<file path="src/rtl/cnn_pkg.sv">
// Shared types and constants for the CNN window reader.
// The window index function fixes the row-major r*3+c layout used on o_window.
package cnn_pkg;

   localparam int unsigned KERNEL_SIZE  = 3;
   localparam int unsigned WINDOW_ELEMS = KERNEL_SIZE * KERNEL_SIZE;

   typedef enum logic [1:0] {
      IDLE,
      RUN,
      DONE
   } state_t;

   function automatic int unsigned win_idx(input int unsigned r, input int unsigned c);
      return r * KERNEL_SIZE + c;
   endfunction

endpackage

</file>
<file path="src/rtl/cnn_window_shift_reg.sv">
// 3x3 sliding-window register: each shift moves every row one column left
// and loads a new right-hand column; o_loaded counts columns, saturating at 3.
module cnn_window_shift_reg
   import cnn_pkg::*;
#(
   parameter int unsigned DATA_WIDTH = 32
) (
   input  logic                  i_clock,
   input  logic                  i_reset,
   input  logic                  i_clear,
   input  logic                  i_shift,
   input  logic [DATA_WIDTH-1:0] i_col    [0:KERNEL_SIZE-1],
   output logic [DATA_WIDTH-1:0] o_window [0:WINDOW_ELEMS-1],
   output logic [1:0]            o_loaded
);

   logic [DATA_WIDTH-1:0] r_win [0:WINDOW_ELEMS-1];
   logic [1:0]            r_loaded;

   always_ff @(posedge i_clock) begin
      if (!i_reset) begin
         for (int unsigned i = 0; i < WINDOW_ELEMS; i++) r_win[i] <= '0;
         r_loaded <= '0;
      end else if (i_clear) begin
         // Stale contents are harmless: three fresh columns overwrite them before use.
         r_loaded <= '0;
      end else if (i_shift) begin
         for (int unsigned r = 0; r < KERNEL_SIZE; r++) begin
            r_win[win_idx(r, 0)] <= r_win[win_idx(r, 1)];
            r_win[win_idx(r, 1)] <= r_win[win_idx(r, 2)];
            r_win[win_idx(r, 2)] <= i_col[r];
         end
         if (r_loaded != 2'd3) r_loaded <= r_loaded + 2'd1;
      end
   end

   assign o_window = r_win;
   assign o_loaded = r_loaded;

endmodule

</file>
<file path="src/rtl/cnn_window_reader.sv">
// Read side of the CNN input feature memory: issues row-pass reads to the three
// cascaded row BRAMs and streams 3x3 windows over a valid/ready handshake.
module cnn_window_reader
   import cnn_pkg::*;
#(
   parameter int unsigned DATA_WIDTH       = 32,
   parameter int unsigned KERNEL_ROW_SIZE  = 3,
   parameter int unsigned INPUT_BRAM_DEPTH = 3072,
   parameter int unsigned ADDR_WIDTH       = $clog2(INPUT_BRAM_DEPTH)
) (
   input  logic                  i_clock,
   input  logic                  i_reset,
   input  logic                  i_start,
   input  logic [ADDR_WIDTH-1:0] i_base_address,
   input  logic [ADDR_WIDTH:0]   i_row_width,
   output logic                  o_renable,
   output logic [ADDR_WIDTH-1:0] o_raddress,
   input  logic [DATA_WIDTH-1:0] i_bram_data [0:KERNEL_SIZE-1],
   output logic [DATA_WIDTH-1:0] o_window    [0:WINDOW_ELEMS-1],
   output logic                  o_window_valid,
   input  logic                  i_window_ready,
   output logic [ADDR_WIDTH-1:0] o_window_col,
   output logic                  o_window_last,
   output logic                  o_busy,
   output logic                  o_done,
   output logic                  o_error
);

   if (KERNEL_ROW_SIZE != KERNEL_SIZE) begin : g_bad_kernel
      $error("cnn_window_reader supports only KERNEL_ROW_SIZE == 3");
   end

   localparam logic [ADDR_WIDTH:0]   MIN_W   = (ADDR_WIDTH+1)'(KERNEL_SIZE);
   localparam logic [ADDR_WIDTH:0]   DEPTH_W = (ADDR_WIDTH+1)'(INPUT_BRAM_DEPTH);
   localparam logic [ADDR_WIDTH+1:0] DEPTH_S = (ADDR_WIDTH+2)'(INPUT_BRAM_DEPTH);

   state_t                r_state;
   logic [ADDR_WIDTH-1:0] r_base;
   logic [ADDR_WIDTH:0]   r_width;
   logic [ADDR_WIDTH:0]   r_issued;
   logic                  r_inflight;
   logic                  r_skid_full;
   logic [DATA_WIDTH-1:0] r_skid [0:KERNEL_SIZE-1];
   logic                  r_valid;
   logic [ADDR_WIDTH-1:0] r_col;
   logic                  r_last;
   logic                  r_busy;
   logic                  r_done;
   logic                  r_error;

   logic                  w_avail;
   logic                  w_shift;
   logic                  w_renable;
   logic                  w_legal;
   logic                  w_clear;
   logic                  w_emit;
   logic                  w_last_acc;
   logic [1:0]            w_loaded;
   logic [ADDR_WIDTH+1:0] w_sum;
   logic [ADDR_WIDTH-1:0] w_raddr;
   logic [ADDR_WIDTH-1:0] w_next_col;
   logic [DATA_WIDTH-1:0] w_col [0:KERNEL_SIZE-1];

   assign w_avail   = r_skid_full | r_inflight;
   assign w_shift   = w_avail & (~r_valid | i_window_ready);
   // Holding off a read whenever returning data cannot shift keeps the skid at one entry.
   assign w_renable = (r_state == RUN) & (r_issued < r_width) & ~r_skid_full
                    & ~(r_inflight & ~w_shift);
   assign w_legal   = (i_row_width >= MIN_W) && (i_row_width <= DEPTH_W);
   assign w_clear   = (r_state == IDLE) & i_start & w_legal;
   assign w_emit    = w_shift & (w_loaded >= 2'd2);
   assign w_last_acc = r_valid & i_window_ready & r_last;
   assign w_next_col = (w_loaded == 2'd3) ? r_col + ADDR_WIDTH'(1) : '0;

   assign w_sum   = (ADDR_WIDTH+2)'(r_base) + (ADDR_WIDTH+2)'(r_issued);
   assign w_raddr = (w_sum >= DEPTH_S) ? ADDR_WIDTH'(w_sum - DEPTH_S) : ADDR_WIDTH'(w_sum);

   always_comb begin
      for (int unsigned r = 0; r < KERNEL_SIZE; r++)
         w_col[r] = r_skid_full ? r_skid[r] : i_bram_data[KERNEL_SIZE-1-r];
   end

   cnn_window_shift_reg #(
      .DATA_WIDTH (DATA_WIDTH)
   ) u_shift_reg (
      .i_clock  (i_clock),
      .i_reset  (i_reset),
      .i_clear  (w_clear),
      .i_shift  (w_shift),
      .i_col    (w_col),
      .o_window (o_window),
      .o_loaded (w_loaded)
   );

   always_ff @(posedge i_clock) begin
      if (!i_reset) begin
         r_state     <= IDLE;
         r_base      <= '0;
         r_width     <= '0;
         r_issued    <= '0;
         r_inflight  <= 1'b0;
         r_skid_full <= 1'b0;
         for (int unsigned r = 0; r < KERNEL_SIZE; r++) r_skid[r] <= '0;
         r_valid     <= 1'b0;
         r_col       <= '0;
         r_last      <= 1'b0;
         r_busy      <= 1'b0;
         r_done      <= 1'b0;
         r_error     <= 1'b0;
      end else begin
         r_done     <= 1'b0;
         r_inflight <= w_renable;
         if (w_renable) r_issued <= r_issued + (ADDR_WIDTH+1)'(1);

         if (r_skid_full && w_shift) begin
            r_skid_full <= 1'b0;
         end else if (r_inflight && !w_shift) begin
            r_skid_full <= 1'b1;
            for (int unsigned r = 0; r < KERNEL_SIZE; r++)
               r_skid[r] <= i_bram_data[KERNEL_SIZE-1-r];
         end

         if (w_emit) begin
            r_valid <= 1'b1;
            r_col   <= w_next_col;
            r_last  <= ({1'b0, w_next_col} == (r_width - MIN_W));
         end else if (r_valid && i_window_ready) begin
            r_valid <= 1'b0;
         end

         case (r_state)
            IDLE: begin
               if (i_start) begin
                  if (w_legal) begin
                     r_state  <= RUN;
                     r_base   <= i_base_address;
                     r_width  <= i_row_width;
                     r_issued <= '0;
                     r_error  <= 1'b0;
                     r_busy   <= 1'b1;
                  end else begin
                     r_error <= 1'b1;
                     r_done  <= 1'b1;
                  end
               end
            end
            RUN: begin
               if ((r_issued == r_width) && !r_skid_full && !r_inflight && w_last_acc) begin
                  r_state <= DONE;
                  r_busy  <= 1'b0;
                  r_done  <= 1'b1;
               end
            end
            DONE:    r_state <= IDLE;
            default: r_state <= IDLE;
         endcase
      end
   end

   assign o_renable      = w_renable;
   assign o_raddress     = w_raddr;
   assign o_window_valid = r_valid;
   assign o_window_col   = r_col;
   assign o_window_last  = r_last;
   assign o_busy         = r_busy;
   assign o_done         = r_done;
   assign o_error        = r_error;

endmodule

</file>
<file path="config.mk">
export PLATFORM = sky130hd
export DESIGN_NAME = cnn_window_reader
export DESIGN_NICKNAME = d
export VERILOG_FILES = /design/src/rtl/cnn_pkg.sv /design/src/rtl/cnn_window_shift_reg.sv /design/src/rtl/cnn_window_reader.sv
export SDC_FILE = /design/constraint.sdc
export NUM_CORES = 1
export LEC_CHECK = 0
export CORE_ASPECT_RATIO = 0.75
export CORE_MARGIN = 1
export CORE_UTILIZATION = 40
export CTS_CLUSTER_DIAMETER = 80
export CTS_CLUSTER_SIZE = 20
export DETAILED_ROUTE_END_ITERATION = 8
export HOLD_SLACK_MARGIN = 0.02
export PLACE_DENSITY = 0.69
export SYNTH_ARGS = -nofsm -noshare
export SYNTH_HDL_FRONTEND = slang
export SYNTH_SLANG_ARGS = --single-unit
</file>
<file path="constraint.sdc">
create_clock -name i_clock -period 3.7 [get_ports i_clock]
set_clock_uncertainty 0.2 [all_clocks]
set_input_delay 0.74 -clock i_clock [delete_from_list [all_inputs] [get_ports i_clock]]
set_output_delay 0.74 -clock i_clock [all_outputs]
set_load 0.005 [all_outputs]
</file>
==> run metrics <==
Compound-Gate Fraction of Synth Area=0.143; minimum clock period=4060 ps; DRT Pass-1 Iters=5; largest family of logic cells by synthesized area=simple AND/OR/NAND/NOR gates; LEAKAGE=around 0.0083 uW; Synth top area share=0.371; Crit Path Class=reg -> out; fmax=0.246 GHz; total gr overflow=0; Synth Register Bits=445; Synth area leader=dfxtp_1; DIE WIDTH=253 microns; Final Setup Violations=2; I/O pins=between 400 and 500; clock root buffer=clkbuf_16; DR WL/cell=17.2 microns; Final WS setup=-360 ps; multiplexer share of the synthesized area=0.0648; CP endpoint kind=output pin; DIE AREA=48000 sq um; Rel. slew slack=0.397; # diodes=0; finished layout cell area=24900 sq um; H-tree levels=1; vias per inst=5.09; Rows=68; storage element area=9880 sq um; Internal Power=6840 uW; Worst-path clk slew=90 ps; Critical Path RT=2760 ps; clock buffer count from CTS=27; Post-route DRC=0; Final Max Slew Viols=0; post-synthesis xor/xnor area fraction=0.0190; simple-gate share of the synthesized area=0.180; Non-Filler Instances=around 3000; CTS tree=yes; Syn Nets=roughly 2100; post-synthesis cell type count=52; final core utilization=0.537; power per cell area=361 nW/um^2; # port buffers=442; initial antenna violation count=0; sw frac=0.238; slew at the pin closest to its max-slew limit=895 ps; largest net degree at the start of global routing=131; Syn Inst Count=a little under 2000; number of enable flip-flop cells after synthesis=96; async set-reset flop share out of synthesis=0; synth top area cells=dfxtp_1 (37%), edfxtp_1 (15%), nand2_1 (8.4%); Peak VDD IR=approximately 0.38 mV; CP Launch Type=register; Die Y=190 microns; Crit Path Max Fanout=3; average size of a mapped cell=between 9 and 10 sq um; synthesis-to-layout area growth=31.9%; synthesized area=18900 sq um; dominant cell by count in the synthesized netlist=nand2_1; starting density of the core=0.407; fin crit share=1.10; Setup TNS=-672 ps; Final nets=between 2000 and 3000; # fillers=4203; footprint of the multi-input gates=approximately 8200 sq um; violated checks=setup timing; Vias=15300; ANT nets after route=0; Global Route Usage Sum=0.207; Placed Area=23900 sq um; Total Power=8980 uW; Flop pwr share=0.570; DP HPWL=35500 microns; clock buffer depth=3; Skew-Pair Late Insertion Delay=570 ps; RD Place Congestion=0.861; arrival time worst endpoint=between 3000 and 4000 ps; Seq/Total Area, Yosys=0.523; vias in the first global route=14400; Synth top cells by count=nand2_1 (424), dfxtp_1 (349), a21oi_1 (227); placed cell count=2948; combinational share of power=0.091; Hold Path Class=reg -> reg; YS warnings=0; Synth Area in Adders=0.0216; run status=complete, but fails checks; hold_buf cts=0; clock share of power=0.340; RSZ-0062 raised after global routing=yes; NetSw=2140 uW; final hold violations=0; Initial DRC Count=between 900 and 1000; clk sink count=445; routed wire length=51600 microns; Core Area=46300 sq um; layout cells sized above 1=0.0959; max-cap viol count=0; ys flop type=dfxtp_1; global-route wire length before repair=80600 microns
==> worst max-delay path, cell delays in order, from the launching register on <==
cell      delay (ps)
dfxtp_2          360
ha_4             150
inv_2             40
fa_2             340
nor2b_1          120
o21ai_1           80
a21o_1           220
a21oi_2          150
a21o_1           150
a21oi_2           70
xnor2_2          150
ha_2             190
nor2_2            90
buf_4            120
a31oi_1           60
nand3b_1         160
buf_2            130
==> layout make-up <==
type	instances	area share
clock inverter	3	0.00181
sequential	445	0.397
multi-input combinational	1350	0.329
clock buffer	46	0.0300
timing repair buffer	507	0.206
inverter	26	0.00423
tap	630	0.0317
==> logic make-up after synthesis <==
group                    after synthesis
adder cells (fa/ha/maj)               32
multiplexers                         122
XOR/XNOR                              41
AND/OR/NAND/NOR                      780
AO/OA/AOI/OAI                        375
flip-flops                           445
buffers and inverters                161
==> path summary, 6_finish.rpt <==
| check | startpoint | to | slack, ps | cells past startpoint |
|---|---|---|---|---|
| max | r_issued[0] | o_raddress[11] | -360 | 16 |
| min | u_shift_reg.o_window[50] | u_shift_reg.o_window[82] | 260 | 2 |
| max reg2reg | r_issued[1] | r_issued[11] | 520 | 12 |
| min reg2reg | u_shift_reg.o_window[50] | u_shift_reg.o_window[82] | 260 | 2 |
==> registers in the layout, indices dropped and copies added, names as in the netlist, 2 cells and up <==
name and flops:
u_shift_reg.o_loaded 2, o_window_col 12, u_shift_reg.o_window 288, r_skid 96, r_base 12, r_width 13, r_state 2, r_issued 13
==> routing by layer <==
layer | track usage | part of all wire
met5 | 0 | 0
met4 | 0.0448 | 0.021
met3 | 0.0404 | 0.063
met2 | 0.335 | 0.46
met1 | 0.285 | 0.46
==> cell usage in the layout (no fill, tap or decap), types with 28 or more instances in the layout <==
cell type        instances
edfxtp_1                96
a21oi_1                223
dfxtp_1                342
clkdlybuf4s50_1        434
ha_1                    28
nand2_1                423
and2_1                  98
nor2_1                 160
buf_4                   45
mux2i_1                122
xnor2_1                 28
a211oi_2                96
==> what timing repair did <==
item	4_1_cts	5_1_grt
setup endpoints to repair	8	4
gates resized for setup	43	3
setup buffers	11	2
pin swaps	15	14
==> power by group through the flow <==
stage,clock network (uW),logic (uW),registers [uW]
3_3_place_gp,0,797,5220
4_1_cts,3150,820,5120
5_1_grt,3320,881,5130
3_5_place_dp,0,811,5230
2_1_floorplan,0,423,5220
6_report,3050,813,5120
==> through the flow <==
stage / hold WS, ps / setup slack, ps
global route: 271 / -521
finish: 255 / -360
global placement: 228 / -285
floorplan: 215 / 249
detailed placement: 244 / -347
CTS: 257 / -454
No activity file was read; power rests on OpenSTA's default activity.
